===== config.mk =====
export PLATFORM = sky130hd
export DESIGN_NAME = rgb_pwm_fader
export DESIGN_NICKNAME = d
export VERILOG_FILES = /design/src/rtl/rgb_pwm_fader.sv
export SDC_FILE = /design/constraint.sdc
export NUM_CORES = 1
export LEC_CHECK = 0
export ABC_CLOCK_PERIOD_IN_PS = 6700
export BUFFER_PORTS_ARGS = -buffer_cell sky130_fd_sc_hd__buf_2
export CORE_MARGIN = 2
export CORE_UTILIZATION = 50
export DETAILED_ROUTE_END_ITERATION = 8
export PLACE_DENSITY = 0.67
export SLEW_MARGIN = 10
export SYNTH_ARGS = -nofsm -noshare
export SYNTH_HDL_FRONTEND = slang
export SYNTH_SLANG_ARGS = --single-unit
export TNS_END_PERCENT = 10

===== constraint.sdc =====
create_clock -name clk -period 6.7 [get_ports clk]
set_input_delay 0.335 -clock clk [delete_from_list [all_inputs] [get_ports clk]]
set_output_delay 0.335 -clock clk [all_outputs]
set_load 0.02 [all_outputs]

===== src/rtl/rgb_pwm_fader.sv =====
// rgb_pwm_fader
//   Three-channel PWM generator with a linear fade engine, feeding the
//   RGB0PWM..RGB2PWM inputs of an SB_RGB_DRV LED stage. A host loads a target
//   colour over a valid/ready handshake; the block either jumps to it or ramps
//   every channel one duty step per fade tick. Duty changes take effect only at
//   PWM period boundaries, so a period never mixes old and new duty.
//
// Parameters
//   PWM_BITS  duty resolution; PWM period is 2**PWM_BITS-1 clk cycles
//   FADE_DIV  clk cycles per fade tick (>= 1)
//
// Ports
//   clk        system clock
//   rst_n      asynchronous active-low reset
//   tgt        target duty, ch0 in the low PWM_BITS, ch2 in the top PWM_BITS
//   instant    sampled with tgt: 1 = jump to target, 0 = fade
//   tgt_valid  host offers tgt/instant
//   tgt_ready  block can accept (high while idle)
//   done       one-cycle pulse when all channels reach the accepted target
//   pwm        pwm[i] drives RGBiPWM of the LED driver

module rgb_pwm_fader #(
    parameter int unsigned PWM_BITS = 8,
    parameter int unsigned FADE_DIV = 31_250
) (
    input  logic                    clk,
    input  logic                    rst_n,
    input  logic [3*PWM_BITS-1:0]   tgt,
    input  logic                    instant,
    input  logic                    tgt_valid,
    output logic                    tgt_ready,
    output logic                    done,
    output logic [2:0]              pwm
);

    // Last counter value of a period: 2**PWM_BITS-2.
    localparam logic [PWM_BITS-1:0] CTR_MAX = {{(PWM_BITS-1){1'b1}}, 1'b0};

    localparam int unsigned          TICK_W    = (FADE_DIV > 1) ? $clog2(FADE_DIV) : 1;
    localparam logic [TICK_W-1:0]    TICK_LAST = TICK_W'(FADE_DIV - 1);

    typedef enum logic {
        IDLE,
        FADE
    } state_t;

    state_t                         state;
    logic [PWM_BITS-1:0]            ctr;
    logic [TICK_W-1:0]              tick;
    logic [2:0][PWM_BITS-1:0]       duty_cur;
    logic [2:0][PWM_BITS-1:0]       duty_act;
    logic [2:0][PWM_BITS-1:0]       tgt_reg;
    logic [2:0][PWM_BITS-1:0]       tgt_in;
    logic [2:0][PWM_BITS-1:0]       duty_step;
    logic                           step_at_tgt;

    assign tgt_in    = tgt;
    assign tgt_ready = (state == IDLE);

    // One step of every channel toward the latched target; channels already
    // there hold, so a step can never overshoot.
    always_comb begin
        duty_step = duty_cur;
        for (int unsigned ch = 0; ch < 3; ch++) begin
            if (duty_cur[ch] < tgt_reg[ch]) begin
                duty_step[ch] = duty_cur[ch] + 1'b1;
            end else if (duty_cur[ch] > tgt_reg[ch]) begin
                duty_step[ch] = duty_cur[ch] - 1'b1;
            end
        end
        step_at_tgt = (duty_step == tgt_reg);
    end

    // PWM period counter and output stage. duty_act is only refreshed on the
    // last count, so the new duty starts cleanly from ctr==0.
    always_ff @(posedge clk or negedge rst_n) begin
        if (!rst_n) begin
            ctr      <= '0;
            duty_act <= '0;
            pwm      <= '0;
        end else begin
            if (ctr == CTR_MAX) begin
                ctr      <= '0;
                duty_act <= duty_cur;
            end else begin
                ctr <= ctr + 1'b1;
            end
            for (int unsigned ch = 0; ch < 3; ch++) begin
                pwm[ch] <= (ctr < duty_act[ch]);
            end
        end
    end

    // Load / fade control.
    always_ff @(posedge clk or negedge rst_n) begin
        if (!rst_n) begin
            state    <= IDLE;
            tick     <= '0;
            duty_cur <= '0;
            tgt_reg  <= '0;
            done     <= 1'b0;
        end else begin
            done <= 1'b0;
            case (state)
                IDLE: begin
                    if (tgt_valid) begin
                        tgt_reg <= tgt_in;
                        if (instant || (tgt_in == duty_cur)) begin
                            duty_cur <= tgt_in;
                            done     <= 1'b1;
                        end else begin
                            tick  <= '0;
                            state <= FADE;
                        end
                    end
                end
                FADE: begin
                    if (tick == TICK_LAST) begin
                        tick     <= '0;
                        duty_cur <= duty_step;
                        if (step_at_tgt) begin
                            state <= IDLE;
                            done  <= 1'b1;
                        end
                    end else begin
                        tick <= tick + 1'b1;
                    end
                end
                default: state <= IDLE;
            endcase
        end
    end

endmodule


# ---- Yosys cells after proc, flatten, opt, wreduce, memory -nomap -nowiden
# Index checks and enable logic that the tools add are counted.
dict set report totals {
  ff_bits 100
  inputBits 28
  word_cells 69
}
dict set report classes {
  n_addsub 8
  magnitude_cmp 9
  eq_ne 8
  muxes 25
  n_bitwise 1
  n_reduce_logical 4
}
# op count
set op_table {}
lappend op_table {{two-way mux 24 bit} 3}
lappend op_table {{two-way mux 8 bit} 7}
lappend op_table {{== test 24 bit} 2}
lappend op_table {{less-than comparator 8 bit} 6}
lappend op_table {{case mux 24 bit (2 select lines)} 1}
lappend op_table {{two-way mux 15 bit} 3}
lappend op_table {{adder 8 x 1 -> 8 bit (second input constant)} 4}
lappend op_table {{case mux 15 bit (2 select lines)} 1}
lappend op_table {{greater-than comparator 8 bit} 3}
lappend op_table {{subtractor 8 x 1 -> 8 bit (second input constant)} 3}
lappend op_table {{adder 15 x 1 -> 15 bit (second input constant)} 1}
lappend op_table {{== test 15 bit (second input constant)} 1}
lappend op_table {{== test 8 bit (second input constant)} 1}
lappend op_table {{two-way mux 1 bit} 8}
lappend op_table {{!= test 2 x 1 -> 1 bit (second input constant)} 2}
lappend op_table {{!= test 2 bit (second input constant)} 2}
lappend op_table {{case mux 1 bit (2 select lines)} 2}
lappend op_table {{AND reduction 2 bit} 2}
lappend op_table {{AND reduction 3 bit} 1}
lappend op_table {{logical OR 1 bit} 1}
lappend op_table {{NOT 1 bit} 1}

# ---- Depth between registers and ports, before layout
# Gate-level depths: netlist of the first run.
dict set report depth {
  word_depth 7
  ltp_mapped 13
  mapped_depth_nobuf 11
}

# ---- Worst setup path after synthesis of the first run
# OpenSTA, ideal clock, no wires.
dict set report synth_timing {
  path_type {flip-flop to flip-flop}
  start {reg duty_cur[0] (netlist name)}
  end {reg state}
  setup_time_ns 0.119
  t_arrival_ns 3.122
  required_time_ns 6.581
  path_slack_ns 3.459
  stages_incl_launch_ff 13
  synth_period_minus_slack_ns 3.241
  cell_sequence {dfrtp_1 -> clkbuf_1 -> inv_1 -> ha_1 -> nor2b_4 -> o211ai_2 -> a21o_1 -> a221o_2 -> a32oi_1 -> nand4b_1 -> or4_1 -> or4_1 -> and2_1}
}
dict set report synth_via {
  elab_chain_cells 7
  word_cells_on_any_way 14
  classes_between {2 x add/sub; 2 x order compare; 2 x eq/ne; 7 x mux; 1 x reduce/logical}
}
# item line_no
set synth_rtl {}
lappend synth_rtl {{start: declaration} 50} ;# logic [2:0][PWM_BITS-1:0] duty_cur;
lappend synth_rtl {{start signal: assignment} 109} ;# duty_cur <= tgt_in;
lappend synth_rtl {{start signal: assignment} 120} ;# duty_cur <= duty_step;
lappend synth_rtl {{subtractor 8 x 1 -> 8 bit or greater-than comparator 8 bit (tied branches)} {68, 67}}
lappend synth_rtl {{two-way mux 8 bit} 67} ;# end else if (duty_cur[ch] > tgt_reg[ch]) begin
lappend synth_rtl {{two-way mux 8 bit} 65} ;# if (duty_cur[ch] < tgt_reg[ch]) begin
lappend synth_rtl {{== test 24 bit} 71} ;# step_at_tgt = (duty_step == tgt_reg);
lappend synth_rtl {{two-way mux 1 bit} 121} ;# if (step_at_tgt) begin
lappend synth_rtl {{two-way mux 1 bit} 118} ;# if (tick == TICK_LAST) begin
lappend synth_rtl {{case mux 1 bit (2 select lines) *} 104} ;# case (state)
lappend synth_rtl {{end signal: assignment} 113} ;# state <= FADE;
lappend synth_rtl {{end signal: assignment} 122} ;# state <= IDLE;
lappend synth_rtl {{end signal: assignment} 129} ;# default: state <= IDLE;
lappend synth_rtl {{end: declaration} 47} ;# state_t state;
# Mark *: on every way between the ends. The rest lies on a longest branch, timed or not.
# A chain may end at the register's enable or synchronous reset.

# ---- Worst setup path in the final report of the first run
dict set report layout_timing {
  start {reg duty_cur[8] (netlist name)}
  end {reg state}
}
# The elaborated chain is that of the path after synthesis.

==> results.toml, run 1 <==
[clock_network]
h-tree-depth = 3
cts_buffers = 9
cts-resized-gates = 0
root_buffer = "clkbuf_16"
hold_buffers = 1
post_cts_buffers = 0
clk_latency_ns = 0.36
clk_pin_slew_ns = 0.07
cts_tree = "yes"
cts.sinks = 100
clock_path_buffers = 2

[critical_path]
cp_cell_sequence = "inv_1 > ha_1 > nand4_1 > nor2_2 > nor4bb_1 > o21ai_0 > a32oi_1 > nand4b_1 > or4_1 > or4_1 > and2_1"
startpoint = "duty_cur[8]"
worst_setup_path_start_kind = "register"
cp_num_buf_inv = 1
r2r-start = "duty_cur[8]"
crit_family = "simple AND/OR/NAND/NOR gates"
critPathSlowestCell = "dfrtp_1"
cp_max_fo = 14
worstPathRequired_ns = 6.95
cp.arrival_ns = 4.06
cpPeakStageDelay_ns = 0.59
endpoint_kind = "register"
critical_path_class = "register to register"
path_common_cell = "or4_1"

[grt]
grt_pass1_vias = 5834
grt_pass1_wl_um = 31300
overflow = 0
grt_use_total_pct = 27.1
grt_max_degree = 68
antenna_found_initial = 1

[cells_and_area]
final_core_util_pct = 55.2
nets = 913
ff_latch_area_sq_um = 2500
nFillCells = 1272
drive_gt1_share_pct = 10.4
multi_input_area_sq_um = 4190
syn2layout_area_growth_pct = 7.60

[timing]
hold_violations = 0
fin_skew_ns = 0.00837
drv_slew = 0
fmax_mhz = 263
setup_violations = 0
max-slew-margin-rel_pct = 39.1
tightest_slew_ns = 0.914
setup_tns_ns = 0
rsz0062_at_grt = "false"
setup_ws_ns = 2.90
fin_crit_ns = 3.80
hold_slack_ns = 0.220
period_share_pct = 56.8

[synthesis]
synthesis.area_sq_um = 7130
ys.flop_type = "dfrtp_1"
async_flop_share_pct = 100
synth_warnings = 0
yosysUniqueCellTypes = 74
syn_inst = 824
synth_area_leaders = "dfrtp_1 35%, ha_1 9.7%, o21ai_0 5.5%"
synth-seq-cells = 100
syn_avg_cell_area_sq_um = 8.65
synth_edf_count = 0
seq_area_frac_synth_pct = 35.1
synth_top_area_share_pct = 35.1
yosys.area.top_type = "dfrtp_1"
syn_nets = 907

[job]
maxCapViolations = 0

[power]
p_leak_nw = 3.28
power_density_nw_per_um2 = 250
peakVddDrop_uv = 214

[hold_path]
hp-start = "tgt[17]"
min_path_type = "input pin to register"

[drt]
dr.pass1.iters = 7
route.detailed.drc = 0
vias_per_cell = 6.10
ant_nets = 0
vias = 6194
drtIter0Drc = 643
wl_um = 19700
wl_per_cell_um = 19.4

[die]
ioPinCount = 33
rows = 43
fp.dieH_um = 123
start_util_pct = 51.3
die_w_um = 123
fp.dieArea_sq_um = 15200
coreArea_sq_um = 13900

[place]
port_buffers = 32
post-place-ws_ns = 2.96
routabilityCongestion = 0.961
dp_hpwl_um = 14400

[outcome]
outcome = "finished clean"
==> cells in the mapped netlist, types with 9 or more instances <==
master,count
o22ai_1,25
nand2b_1,10
o21ai_0,78
dfrtp_1,100
ha_1,55
clkbuf_1,33
a21o_1,13
inv_1,55
xnor2_1,33
nand4_1,15
a21oi_1,47
nor2_1,35
nor3_1,16
nand2_1,88
xor2_1,35
nand3_1,45
o211ai_1,9
==> through the flow <==
step | power [mW] | std cells | instance area (sq um)
after detailed placement | 1.35 | 998 | 7340
after global placement | 1.34 | 998 | 7340
final | 1.91 | 1016 | 7670
after floorplan | 1.19 | 824 | 7130
after CTS | 1.92 | 1015 | 7660
after global routing | 2.02 | 1015 | 7660
==> area by class of cell <==
cell class / count / area share (%)
Multi-Input combinational cell: 623 / 54.7
Sequential cell: 100 / 32.6
Clock buffer: 12 / 3.35
Timing Repair Buffer: 40 / 2.94
Tap cell: 180 / 2.94
Inverter: 56 / 2.74
Clock inverter: 4 / 0.718
Antenna cell: 1 / 0.0326
==> cell families (layout without fill, tap and decap cells) <==
logic type,count (synthesis),in the layout,share of synthesized area (%)
other,0,1,0
and+or+nand+nor,263,263,18.6
adders and majority gates,55,55,9.66
AOI/OAI and AO/OA,224,224,20.0
muxes,12,12,1.79
DFF,100,100,35.1
xor gates and xnor gates,69,69,8.67
buffers and inverters,101,112,6.15
==> worst reg2reg max path, stage by stage (launching register included) <==
cell,delay (ns)
dfrtp_1,0.59
inv_1,0.17
ha_1,0.32
nand4_1,0.13
nor2_2,0.10
nor4bb_1,0.49
o21ai_0,0.22
a32oi_1,0.28
nand4b_1,0.13
or4_1,0.54
or4_1,0.55
and2_1,0.18
==> layout by cell type, fill, tap and decap left out, types with 4 or more instances in the layout <==
cell,n
nand2_1,88
o211ai_2,4
o21ai_0,78
buf_4,8
and3_1,7
dfrtp_1,100
nor2b_1,6
xnor2_1,33
clkbuf_16,9
nor4_1,7
nor2_1,34
or3_1,5
o211ai_1,9
ha_1,55
mux2_2,6
a21oi_1,47
nand4_1,15
inv_1,55
buf_2,31
nor3_1,16
a21o_1,13
or4_1,4
o22ai_1,25
nand3_1,45
mux2i_1,6
o21a_1,4
nand2b_1,10
xor2_1,35
==> power breakdown <==
group	internal (mW)	total (mW)	switching [mW]	leakage (nW)
sequential	0.671	0.771	0.100	1.31
combinational	0.244	0.584	0.340	1.81
clock	0.314	0.559	0.245	0.155
==> path summary, 6_finish.rpt <==
check,cells past startpoint,slack (ns),end
worst max-delay path,11,2.90,state
worst min-delay path,3,0.22,tgt_reg[17]
worst max register to register,11,2.90,state
worst min register to register,1,0.53,duty_act[0]
max in group asynchronous,3,4.96,duty_cur[13]
min in group asynchronous,2,0.46,ctr[6]
==> layer usage <==
layer / up-vias / global-route usage (%) / wire [um]
met2: 208 / 41.6 / 9040
met1: 2987 / 38.3 / 8890
li1: 2956 / - / -
met5: - / 0 / 0
met4: 0 / 9.23 / 489
met3: 43 / 5.44 / 1310
Power figures use the tool's default switching activity.
==> run 2: changes to the inputs <==
--- a/config.mk
+++ b/config.mk
@@ -5,7 +5,8 @@
 export SDC_FILE = /design/constraint.sdc
 export NUM_CORES = 1
 export LEC_CHECK = 0
-export ABC_CLOCK_PERIOD_IN_PS = 6700
+export ABC_AREA = 1
+export ABC_CLOCK_PERIOD_IN_PS = 3550
 export BUFFER_PORTS_ARGS = -buffer_cell sky130_fd_sc_hd__buf_2
 export CORE_MARGIN = 2
 export CORE_UTILIZATION = 50
==> constraint.sdc (replaced) <==
create_clock -name clk -period 3.55 [get_ports clk]
set_input_delay 0.1775 -clock clk [delete_from_list [all_inputs] [get_ports clk]]
set_output_delay 0.1775 -clock clk [all_outputs]
set_load 0.02 [all_outputs]
==> run 2 against run 1 <==
- setup slack worse by 2.0 ns
- highest routed layer unchanged
- register-to-register slack worse by 2.0 ns
- die area is 1.2% higher
- first-iteration DRC count is 16% lower
- synthesized area is 1.2% higher
- largest cell class unchanged
- non-clock buffer count stayed put
- critical path type unchanged
- synthesized cell count is 21% higher
- clock power is 71% higher
- clock-buffer cell count is 1 lower
==> results.toml, run 2 <==
[outcome]
outcome = "finished clean"

[synthesis]
synth_top_area_share_pct = 34.7
yosysUniqueCellTypes = 35
async_flop_share_pct = 100
synth_commonest_cells = "250 x nand2_1, 134 x inv_1, 107 x nand3_1"
seq_area_frac_synth_pct = 34.7
synth_warnings = 0
synth_area_leaders = "dfrtp_1 35%, nand2_1 13%, ha_1 9.5%"
syn_inst = 999
ys.flop_type = "dfrtp_1"
syn_avg_cell_area_sq_um = 7.22
synthesis.area_sq_um = 7210
syn_nets = 1082
synth_edf_count = 0
yosys.area.top_type = "dfrtp_1"
yosysMostFrequentCell = "nand2_1"
synth-seq-cells = 100

[die]
ioPinCount = 33
die_w_um = 124
rows = 43
coreArea_sq_um = 14000
start_util_pct = 51.5
fp.dieArea_sq_um = 15400
fp.dieH_um = 124

[critical_path]
worst_setup_path_start_kind = "register"
rrSetupSlack_ns = 0.87
reg2reg_to = "state"
cp-endpoint = "state"
endpoint_kind = "register"
r2r-start = "duty_cur[5]"
cp_max_fo = 11
cp.arrival_ns = 2.93
worstPathRequired_ns = 3.80
startpoint = "duty_cur[5]"
ff2ff_path_depth = 17
critical_path_class = "register to register"

[clock_network]
h-tree-depth = 3
hold_buffers = 1
cts_buffers = 9
cts-resized-gates = 0
clk_latency_ns = 0.36
clk_pin_slew_ns = 0.07
clock_path_buffers = 2
post_cts_buffers = 0
cts.sinks = 100
root_buffer = "clkbuf_16"
cts_tree = "yes"

[cells_and_area]
nets = 1105
n_antenna_cell = 0
final_common_cell = "nand2_1"
finalNonFillerCells = 1205
syn2layout_area_growth_pct = 8.33
final_cell_mix = "250 x nand2_1, 134 x inv_1, 107 x nand3_1"
drive_gt1_share_pct = 7.71
nFillCells = 1385
stdcell_area_sq_um = 7810
final_core_util_pct = 55.8

[place]
post-place-ws_ns = 0.933
dpl.cell_count = 1190
port_buffers = 32
placed_area_sq_um = 7530
routabilityCongestion = 0.988
dp_hpwl_um = 13600

[timing]
max-slew-margin-rel_pct = 48.5
rsz0062_at_grt = "false"
setup_tns_ns = 0
hold_slack_ns = 0.0651
fin_crit_ns = 2.68
tightest_slew_ns = 0.772
setup_violations = 0
setup_ws_ns = 0.868
fin_skew_ns = 0.00583
drv_slew = 0
hold_violations = 0
period_share_pct = 75.5
fmax_mhz = 373

[power]
peakVddDrop_uv = 267
power_density_nw_per_um2 = 296
power_mw = 2.31
p_leak_nw = 3.81

[drt]
dr.pass1.iters = 5
wl_um = 18300
ant_nets = 0
route.detailed.drc = 0
vias_per_cell = 5.42
wl_per_cell_um = 15.2
drtIter0Drc = 537
vias = 6534

[grt]
met3_usage_pct = 4.12
overflow = 0
antenna_found_initial = 0
grt_use_total_pct = 25.3
met1_usage_pct = 38.1
grt_max_degree = 61
grt_pass1_vias = 5843
grt_pass1_wl_um = 29900
grt_use_met2_pct = 36.9
top_usage_layer = "met1"

[hold_path]
min_path_cells = 3
min_path_type = "input pin to register"

[job]
maxCapViolations = 0
## run 2: cell count changes in the layout (fill, tap and decap cells not counted), moves of 17 or more
cell | before | now
nand2_1 | 88 | 250
xor2_1 | 35 | 12
a21oi_1 | 47 | 30
nor2_1 | 34 | 59
nand3_1 | 45 | 107
inv_1 | 55 | 134
## run 2: worst max-delay path, stage by stage, from the launching register on
cell	delay (ns)
dfrtp_1	0.48
ha_1	0.37
a21oi_2	0.17
nor2_2	0.06
nor2_4	0.21
nand2_2	0.24
nand2_1	0.15
nand2_1	0.06
nand2_1	0.09
nand2_1	0.06
nand2_1	0.05
nand2_1	0.06
nor2_1	0.08
nand2_1	0.13
nor2_1	0.11
nand2_1	0.08
nor2_1	0.11
nor2_1	0.05
## run 2: cell type report
| class | count | area [sq um] | share of cell area (%) |
|---|---|---|---|
| inverter | 135 | 507 | 6.49 |
| clock inverter | 3 | 22.5 | 0.288 |
| clock buffer | 11 | 253 | 3.24 |
| tap | 180 | 225 | 2.88 |
| timing repair buffer | 40 | 238 | 3.04 |
| sequential | 100 | 2500 | 32.0 |
| multi-input combinational | 736 | 4060 | 52.0 |
## run 2: cell families after synthesis
kind of cell,Yosys count,synth area share (%)
adder cells (fa/ha/maj),55,9.54
flip-flops,100,34.7
buffers and inverters,163,8.94
XOR/XNOR,33,4.01
AO/OA/AOI/OAI,158,12.4
AND/OR/NAND/NOR,490,30.4
## run 2: layer usage
metal / up-vias / share of wire (%)
met5: - / 0
met4: 0 / 2.7
met3: 36 / 5.0
met2: 178 / 42
met1: 2971 / 50
li1: 3349 / -
## run 2: how the worst min path moves through the flow
stage	start	endpoint
2_1_floorplan	rst_n	ctr[0]
3_3_place_gp	rst_n	duty_act[15]
3_5_place_dp	rst_n	duty_act[15]
4_1_cts	tgt[13]	tgt_reg[13]
5_1_grt	tgt[2]	tgt_reg[2]
6_report	tgt[13]	tgt_reg[13]
## run 2: where the power goes
group	internal (mW)	total (mW)	switching, mW	leakage, nW
registers	1.15	1.17	0.0190	1.23
logic	0.0668	0.190	0.123	2.45
clock network	0.509	0.956	0.446	0.138
total	1.72	2.31	0.588	3.81
